[config.mk]
export PLATFORM = sky130hd
export DESIGN_NAME = store_drain_ctrl
export DESIGN_NICKNAME = d
export VERILOG_FILES = /design/src/rtl/store_drain_ctrl.sv
export SDC_FILE = /design/constraint.sdc
export NUM_CORES = 1
export LEC_CHECK = 0
export CAP_MARGIN = 5
export CORE_UTILIZATION = 43
export DETAILED_ROUTE_END_ITERATION = 16
export GPL_ROUTABILITY_DRIVEN = 1
export GPL_TIMING_DRIVEN = 0
export PLACE_DENSITY_LB_ADDON = 0.2
export SETUP_SLACK_MARGIN = 0.15
export SLEW_MARGIN = 20
export SYNTH_ARGS = -nofsm -noshare
export SYNTH_HDL_FRONTEND = slang
export SYNTH_SLANG_ARGS = --single-unit
export TNS_END_PERCENT = 20
[constraint.sdc]
create_clock -name clk -period 5.6 [get_ports clk]
set_input_delay 1.12 -clock clk [delete_from_list [all_inputs] [get_ports clk]]
set_output_delay 1.12 -clock clk [all_outputs]
set_load 0.01 [all_outputs]
[src/rtl/store_drain_ctrl.sv]
// store_drain_ctrl
// Drains committed stores from the store queue into the single D-cache port,
// one at a time and oldest first. The port is shared with the load pipeline.
// Loads normally win. Stores take the port when the backlog reaches
// HIGH_WATER, or when a pending store has lost STARVE_LIMIT arbitrations in
// a row.
//
// Ports:
//   clk, rst            clock, synchronous active-high reset
//   commit_store_cnt    stores committed this cycle
//   sq_addr/data/be     store-queue entry at drain_ptr
//   ld_req_valid/addr   load pipeline request for the cache port
//   ld_grant            load owns the port this cycle
//   mem_req_*           cache request (load pass-through or latched store)
//   mem_req_ready       cache accepts the request
//   mem_wr_done         store write complete
//   drain_ptr           store-queue entry being drained
//   sq_release          one-cycle pulse that frees the store-queue head
//   pending_cnt         committed but not yet drained stores
//   commit_stall        backlog too high to accept a full commit group
module store_drain_ctrl #(
  parameter int SQ_SIZE      = 8,
  parameter int COMMIT_WIDTH = 4,
  parameter int ADDR_W       = 32,
  parameter int DATA_W       = 32,
  parameter int HIGH_WATER   = 6,
  parameter int STARVE_LIMIT = 4,
  localparam int SQ_IDX      = $clog2(SQ_SIZE),
  localparam int CNT_W       = $clog2(COMMIT_WIDTH) + 1
) (
  input  logic              clk,
  input  logic              rst,
  input  logic [CNT_W-1:0]  commit_store_cnt,
  input  logic [ADDR_W-1:0] sq_addr,
  input  logic [DATA_W-1:0] sq_data,
  input  logic [3:0]        sq_be,
  input  logic              ld_req_valid,
  input  logic [ADDR_W-1:0] ld_req_addr,
  output logic              ld_grant,
  output logic              mem_req_valid,
  output logic              mem_req_is_store,
  output logic [ADDR_W-1:0] mem_req_addr,
  output logic [DATA_W-1:0] mem_req_data,
  output logic [3:0]        mem_req_be,
  input  logic              mem_req_ready,
  input  logic              mem_wr_done,
  output logic [SQ_IDX-1:0] drain_ptr,
  output logic              sq_release,
  output logic [SQ_IDX:0]   pending_cnt,
  output logic              commit_stall
);

  localparam int PEND_W = SQ_IDX + 1;
  localparam int STV_W  = $clog2(STARVE_LIMIT + 1);
  localparam logic [PEND_W-1:0] HW_TH    = PEND_W'(HIGH_WATER);
  localparam logic [PEND_W-1:0] STALL_TH = PEND_W'(SQ_SIZE - COMMIT_WIDTH);
  localparam logic [PEND_W:0]   PEND_MAX = (PEND_W + 1)'(SQ_SIZE);
  localparam logic [STV_W-1:0]  STV_MAX  = STV_W'(STARVE_LIMIT);

  typedef enum logic [1:0] {IDLE, ST_REQ, ST_WAIT} state_t;

  state_t            state, state_nxt;
  logic [STV_W-1:0]  starve_cnt;
  logic [ADDR_W-1:0] lat_addr;
  logic [DATA_W-1:0] lat_data;
  logic [3:0]        lat_be;

  logic              has_pending;
  logic              store_prio;
  logic              ld_win;
  logic              store_start;
  logic [PEND_W:0]   pend_sum;

  assign has_pending  = (pending_cnt != '0);
  assign store_prio   = (pending_cnt >= HW_TH) || (starve_cnt == STV_MAX);
  // A load only loses in IDLE when a store is actually waiting and has priority.
  assign ld_win       = (state == IDLE) && ld_req_valid && !(has_pending && store_prio);
  assign store_start  = (state == IDLE) && !ld_win && has_pending;
  assign commit_stall = (pending_cnt > STALL_TH);
  // One extra bit so an overflow past SQ_SIZE is visible to the assertion.
  assign pend_sum     = {1'b0, pending_cnt} + (PEND_W + 1)'(commit_store_cnt)
                        - (PEND_W + 1)'(sq_release);

  // State register
  always_ff @(posedge clk) begin
    if (rst) state <= IDLE;
    else     state <= state_nxt;
  end

  // Next-state logic
  always_comb begin
    state_nxt = state;
    case (state)
      IDLE:    if (store_start)   state_nxt = ST_REQ;
      ST_REQ:  if (mem_req_ready) state_nxt = ST_WAIT;
      ST_WAIT: if (mem_wr_done)   state_nxt = IDLE;
      default:                    state_nxt = IDLE;
    endcase
  end

  // Output logic
  always_comb begin
    ld_grant         = 1'b0;
    mem_req_valid    = 1'b0;
    mem_req_is_store = 1'b0;
    mem_req_addr     = '0;
    mem_req_data     = '0;
    mem_req_be       = '0;
    sq_release       = 1'b0;
    case (state)
      IDLE: begin
        if (ld_win) begin
          ld_grant      = 1'b1;
          mem_req_valid = 1'b1;
          mem_req_addr  = ld_req_addr;
        end
      end
      ST_REQ: begin
        mem_req_valid    = 1'b1;
        mem_req_is_store = 1'b1;
        mem_req_addr     = lat_addr;
        mem_req_data     = lat_data;
        mem_req_be       = lat_be;
      end
      ST_WAIT: sq_release = mem_wr_done;
      default: ;
    endcase
  end

  // Counters, drain pointer and store latches
  always_ff @(posedge clk) begin
    if (rst) begin
      pending_cnt <= '0;
      drain_ptr   <= '0;
      starve_cnt  <= '0;
      lat_addr    <= '0;
      lat_data    <= '0;
      lat_be      <= '0;
    end else begin
      assert (pend_sum <= PEND_MAX)
        else $error("store_drain_ctrl: pending_cnt overflow (commit ignored commit_stall)");
      pending_cnt <= pend_sum[PEND_W-1:0];
      // Power-of-two queue: the pointer wraps naturally.
      if (sq_release) drain_ptr <= drain_ptr + SQ_IDX'(1);
      if (store_start) begin
        starve_cnt <= '0;
        lat_addr   <= sq_addr;
        lat_data   <= sq_data;
        lat_be     <= sq_be;
      end else if (ld_win && has_pending && (starve_cnt != STV_MAX)) begin
        starve_cnt <= starve_cnt + STV_W'(1);
      end
    end
  end

endmodule

==> impl_results.md, run 1 <==
* Run status: finished, final reports clean
* Critical Path Max Stage Delay at 0.54 ns
* Area of the multi-input gates at 1850 um^2
* Std-Cell Core Area at 8340 um^2
* Maximum VDD drop at 0.000224 V
* Resized cells post-CTS at 0
* Row Count at 33
* Worst slew pin tran at 0.529 ns
* Comb pwr share at 0.504
* Met3 WL at 565 um
* Clk slew on worst S/H paths at 0.08 ns
* Initial antenna violation count at 0
* YS warnings at 0
* Max Cap Viol at 0
* Min cycle time layout at 4.54 ns
* Die ar. at 9090 um^2
* R2r worst-path depth at 9
* Yosys reg bits at 80
* Clock share of power at 0.171
* Pleak at 0.00243 uW
* EDFF count, synth at 0
* Worst Hold Depth at 2
* Worst Path Required at 4.48 ns
* Max Slew Vio Count at 0
* Net Sw Power at 850 uW
* H-tree lvl count at 3
* CTS tree: built
* Final Skew at 0.0101 ns
* Syn_area_per_cell at 9.84 um^2
* Die H at 95.4 um
* Area Growth Syn to Fin at 58.4%
* Vias in the first global route at 3288
* CTS Hold Bufs at 0
* Int Pwr at 1620 uW
* CP arrival at 3.42 ns
* Clk buf depth at 2
* RSZ-0062 raised after global routing: no
* Rel. slew slack at 0.642
* Hold WC Path Type: flop to flop
* Met2 wire length at 5240 um
* Post-Syn Area at 3750 um^2
* Fin crit share at 0.810
* Largest net degree at the start of global routing at 15
* Gr usage total at 0.229
* DR DRC count at 0
* Mean routed wirelength per cell at 14.9 um
* Post-CTS Setup Inserts at 0
* Initial Util at 0.449
* Fill cells at 655
* Final wirelength at 10300 um
* Slowest CP cell: clkdlybuf4s50_1
* Cell-by-cell trace of the critical path: clkdlybuf4s50_1, nor4b_1, o21a_1, buf_2, buf_2, a22o_1, clkdlybuf4s50_1
* Congestion Overflow GR at 0
* Die extent in x at 95.4 um
* Total iterations of the first detailed-routing run at 4
* Critical path startpoint category: primary input
* Via count at 3404
* First-pass GRT wire length at 15800 um
* Total negative slack at 0 ns
* Crit. End Element: primary output
* Nets at 696
* Clk Latency, worst-skew pair at 0.35 ns
* Crit Path Category: primary input to primary output
* Synth Net Count at 499
* Hold slack at 0.490 ns
* Fin. Hold Viols at 0
* Placer Congestion at 0.786
* Reg power frac at 0.325
* Async SR Flop Fraction at 0
* Wl on met1 at 4260 um
* Main synth FF type: dfxtp_1
* Io pins at 188
* Fmax at 220 MHz
* Root Driver: clkbuf_8
* DRT iter0 DRCs at 65
* TritonCTS Buffers at 9
* CP max FO at 10
* Post-synthesis cell count at 381
* Share of layout cells above drive strength 1 at 0.0549
* PwrDens at 416 nW/um^2
* Antenna-violating nets left at 0
* Setup Viol. Count Final at 0
* Sw frac at 0.344
* Sequential area share after synthesis at 0.427
* Port Buffer Count at 186
* Yosys cell types at 32
* Vias/cell at 4.95
* Detail Placement HPWL at 7960 um
* Reg area at 1600 um^2
* Clk sinks at 80
* Highest Signal Layer: met4
* # diodes at 0
[sequential cells by signal, indices dropped and copies added, names as in the netlist]
name,count
lat_addr,32
lat_data,32
lat_be,4
pending_cnt,4
drain_ptr,3
starve_cnt,3
state,2
[power groups by stage]
stage	clock [uW]	sequential, uW	combinational [uW]
floorplan	0	792	826
global placement	0	808	1220
detailed placement	0	814	1250
CTS	427	803	1260
global route	456	821	1360
finish	421	804	1250
[final timing paths]
kind / startpoint / endpoint / slack, ns
max reg2reg: state[1]$_SDFFE_PP0P_ / pending_cnt[3]$_SDFF_PP0_ / 3.43
min: lat_data[18]$_SDFFE_PP0P_ / lat_data[18]$_SDFFE_PP0P_ / 0.49
min reg2reg: lat_data[18]$_SDFFE_PP0P_ / lat_data[18]$_SDFFE_PP0P_ / 0.49
max: ld_req_valid / mem_req_addr[6] / 1.06
[placed cells by master (no fill, tap or decap), types with 7 or more instances in the layout]
cell type	netlist	layout
a22o_1	32	32
and2_1	36	36
buf_12	7	7
clkbuf_1	18	18
clkbuf_8	0	9
clkdlybuf4s50_1	0	186
dfxtp_1	80	80
ha_1	9	9
inv_1	14	14
mux2i_1	69	69
nor2_1	75	75
[metal layers]
| layer | up-vias | track usage |
|---|---|---|
| met2 | 111 | 0.399 |
| met1 | 1594 | 0.270 |
| met4 | 0 | 0.0947 |
| met3 | 19 | 0.0478 |
| li1 | 1680 | - |
| met5 | - | 0 |
[through the flow]
step | setup WS (ns) | total power, uW | instances | utilization | cell area [um^2]
5_1_grt | 0.873 | 2640 | 688 | 0.712 | 5940
2_1_floorplan | 2.32 | 1620 | 381 | - | 3750
4_1_cts | 1.04 | 2490 | 688 | 0.712 | 5940
3_3_place_gp | 1.15 | 2030 | 672 | 0.688 | 5740
3_5_place_dp | 1.13 | 2060 | 672 | 0.688 | 5740
6_report | 1.06 | 2470 | 688 | 0.712 | 5940
[cells by family (layout without fill, tap and decap cells)]
| group | count (synthesis) | after routing | synth area share |
|---|---|---|---|
| flip-flops | 80 | 80 | 0.427 |
| AO/OA/AOI/OAI | 41 | 41 | 0.0928 |
| multiplexers | 69 | 69 | 0.184 |
| AND/OR/NAND/NOR | 130 | 130 | 0.166 |
| buffers and inverters | 44 | 246 | 0.0778 |
| adder cells (fa/ha/maj) | 10 | 10 | 0.0354 |
| XOR/XNOR | 7 | 7 | 0.0164 |
[critical path, delay by kind of cell]
kind / cells / cell delay [ns]
compound gates: 2 / 0.38
buf+inv: 4 / 1.45
simple gates: 1 / 0.46
[synthesized netlist by cell type (2+ instances only)]
master / n / share of area
dfxtp_1: 80 / 0.43
nor2_1: 75 / 0.075
mux2i_1: 69 / 0.18
and2_1: 36 / 0.060
a22o_1: 32 / 0.075
clkbuf_1: 18 / 0.018
inv_1: 14 / 0.014
ha_1: 9 / 0.030
buf_12: 7 / 0.037
a21oi_1: 4 / 0.0053
buf_2: 4 / 0.0053
nor3_1: 4 / 0.0053
xnor2_1: 4 / 0.0093
nor2b_1: 3 / 0.0050
xor2_1: 3 / 0.0070
nand2_1: 2 / 0.0020
nand2b_1: 2 / 0.0033
[final cells by class]
cell class | count | share of cell area
Clock buffer | 9 | 0.0209
Inverter | 14 | 0.00885
Buffer | 30 | 0.0403
Timing Repair Buffer | 186 | 0.314
Sequential cell | 80 | 0.270
Multi-Input combinational cell | 257 | 0.312
Clock inverter | 7 | 0.0122
Tap cell | 105 | 0.0221
Note: power is estimated with default switching activity, not from simulation.
==> run 2, diff against run 1 <==
--- a/config.mk
+++ b/config.mk
@@ -6,7 +6,7 @@
 export NUM_CORES = 1
 export LEC_CHECK = 0
 export CAP_MARGIN = 5
-export CORE_UTILIZATION = 43
+export CORE_UTILIZATION = 40
 export DETAILED_ROUTE_END_ITERATION = 16
 export GPL_ROUTABILITY_DRIVEN = 1
 export GPL_TIMING_DRIVEN = 0
==> constraint.sdc (replaced) <==
create_clock -name clk -period 4.71 [get_ports clk]
set_input_delay 0.942 -clock clk [delete_from_list [all_inputs] [get_ports clk]]
set_output_delay 0.942 -clock clk [all_outputs]
set_load 0.01 [all_outputs]
==> run 2 against run 1 <==
  * Core utilization decreased by 3.9 points
  * Critical path type unchanged
  * Final cell count increased by 0.44%
  * Critical path depth unchanged
  * Power rose by 22%
  * Wire length fell by 0.28%
  * Global-route usage down 1.7 points
  * Sequential share of layout area shrank 0.21 points
  * Via count down 2.7%
==> impl_results.md, run 2 (same netlist as run 1, synthesis figures left out) <==
* Run status: finished, final reports clean (unchanged)
* Antenna-violating nets left at 0 (unchanged)
* Final std cells w/o fill at 691 (was 688)
* Slowest CP cell: clkdlybuf4s50_1 (unchanged)
* Gr usage total at 0.212 (was 0.229)
* Clk slew on worst S/H paths at 0.08 ns (about the same)
* Fmax at 237 MHz
* DR DRC count at 0 (unchanged)
* Commonest non-fill, non-tap cells in the layout: clkdlybuf4s50_1 (186), dfxtp_1 (80), nor2_1 (75) (unchanged)
* DRT iter0 DRCs at 40 (was 65)
* Io pins at 188 (unchanged)
* Clk sinks at 80 (unchanged)
* CTS tree: built (unchanged)
* First-pass GRT wire length at 16200 um (was 15800 um)
* Die extent in x at 98.8 um (was 95.4 um)
* Initial Util at 0.421 (was 0.449)
* Final Skew at 0.00965 ns (was 0.0101 ns)
* Vias in the first global route at 3399 (was 3288)
* Hold slack at 0.487 ns (was 0.490 ns)
* Initial antenna violation count at 0 (unchanged)
* Post-Place Cells at 675 (was 672)
* Crit. End Element: primary output (unchanged)
* # diodes at 0 (unchanged)
* Die ar. at 9760 um^2 (was 9090 um^2)
* Setup Viol. Count Final at 0 (unchanged)
* Pwr Total at 3020 uW (was 2470 uW)
* Max Slew Vio Count at 0 (unchanged)
* Detail Placement HPWL at 7910 um (was 7960 um)
* Commonest non-fill, non-tap cell in the layout: clkdlybuf4s50_1 (unchanged)
* Die H at 98.8 um (was 95.4 um)
* H-tree lvl count at 3 (unchanged)
* Crit Path Category: primary input to primary output (unchanged)
* Critical path startpoint category: primary input (unchanged)
* Total iterations of the first detailed-routing run at 4 (unchanged)
* Congestion Overflow GR at 0 (unchanged)
* Std-Cell Core Area at 8890 um^2 (was 8340 um^2)
* Clk Latency, worst-skew pair at 0.34 ns (was 0.35 ns)
* CTS Hold Bufs at 0 (unchanged)
* Fin. Hold Viols at 0 (unchanged)
* Clk buf depth at 2 (unchanged)
* Min cycle time layout at 4.22 ns
* Vias/cell at 4.79 (was 4.95)
* Worst Path Required at 3.77 ns (was 4.48 ns)
* Rel. slew slack at 0.608 (was 0.642)
* CP max FO at 10 (unchanged)
* Final wirelength at 10200 um (was 10300 um)
* Critical Path Max Stage Delay at 0.56 ns (was 0.54 ns)
* TritonCTS Buffers at 9 (unchanged)
* Maximum VDD drop at 0.000238 V (was 0.000224 V)
* RSZ-0062 raised after global routing: no (unchanged)
* Cell-by-cell trace of the critical path: clkdlybuf4s50_1, nor4b_1, o21a_1, buf_2, buf_2, a22o_1, clkdlybuf4s50_1 (unchanged)
* Total negative slack at 0 ns (unchanged)
* Row Count at 34 (was 33)
* Worst slew pin tran at 0.587 ns (was 0.529 ns)
* Largest net degree at the start of global routing at 14 (was 15)
* PwrDens at 505 nW/um^2 (was 416 nW/um^2)
* Mean routed wirelength per cell at 14.8 um (was 14.9 um)
* Root Driver: clkbuf_8 (unchanged)
* Hold WC Path Type: flop to flop (unchanged)
* Resized cells post-CTS at 0 (unchanged)
* Placer Congestion at 0.835 (was 0.786)
* Max Cap Viol at 0 (unchanged)
* Nets at 696 (unchanged)
* Port Buffer Count at 186 (unchanged)
* Fin crit share at 0.897
* Fill cells at 730 (was 655)
* Area Growth Syn to Fin at 59.7% (was 58.4%)
* Via count at 3313 (was 3404)
* CP arrival at 3.28 ns (was 3.42 ns)
* Biggest regs: lat_addr x32, lat_data x32 (unchanged)
* Post-CTS Setup Inserts at 0 (unchanged)
* Share of layout cells above drive strength 1 at 0.0549 (unchanged)
* Pleak at 0.00245 uW (was 0.00243 uW)
==> run 2: changes by cell type in the layout (fill, tap and decap cells not counted) <==
| cell | delta |
|---|---|
| bufinv_16 | +1 |
| clkbuf_8 | +3 |
| clkinv_2 | -2 |
| clkinv_4 | -2 |
==> run 2: critical path: cells and delay by family <==
kind                   cells  cell delay [ns]
AO/OA/AOI/OAI              2             0.40
AND/OR/NAND/NOR            1             0.45
buffers and inverters      4             1.49
==> run 2: worst paths after layout <==
check | start | to | slack, ns | cells past startpoint
hold / removal | lat_data[11]$_SDFFE_PP0P_ | lat_data[11]$_SDFFE_PP0P_ | 0.49 | 2
setup / recovery | ld_req_valid | mem_req_addr[27] | 0.49 | 7
hold reg to reg | lat_data[11]$_SDFFE_PP0P_ | lat_data[11]$_SDFFE_PP0P_ | 0.49 | 2
setup reg to reg | state[1]$_SDFFE_PP0P_ | pending_cnt[3]$_SDFF_PP0_ | 2.59 | 9
==> run 2: power breakdown <==
group / internal, uW / switching, uW
Clock: 342 / 246
Combinational: 830 / 655
Sequential: 851 / 99.9
Total: 2020 / 1000
==> run 2: per-layer routing <==
layer	GRT usage	vias to the layer above	share of wire
li1	-	1673	-
met1	0.252	1517	0.44
met2	0.367	109	0.49
met3	0.0482	14	0.059
met4	0.0884	0	0.019
met5	0	-	0
==> run 2: cell type report <==
cell class / instances / area [um^2] / area share
clock inverters: 4 / 75.1 / 0.0125
plain buffers: 30 / 239 / 0.0399
multi-input cells: 257 / 1850 / 0.310
flip-flops and latches: 80 / 1600 / 0.268
well taps: 108 / 135 / 0.0226
clock buffers: 12 / 165 / 0.0276
repair buffers: 186 / 1860 / 0.311
inverters: 14 / 52.6 / 0.00878
==> run 2: through the flow <==
stage / area, um^2 / util / worst slack [ns]
6_report: 5980 / 0.673 / 0.487
5_1_grt: 5980 / 0.673 / 0.298
4_1_cts: 5980 / 0.673 / 0.463
3_5_place_dp: 5740 / 0.646 / 0.485
3_3_place_gp: 5740 / 0.646 / 0.535
2_1_floorplan: 3750 / - / 1.79
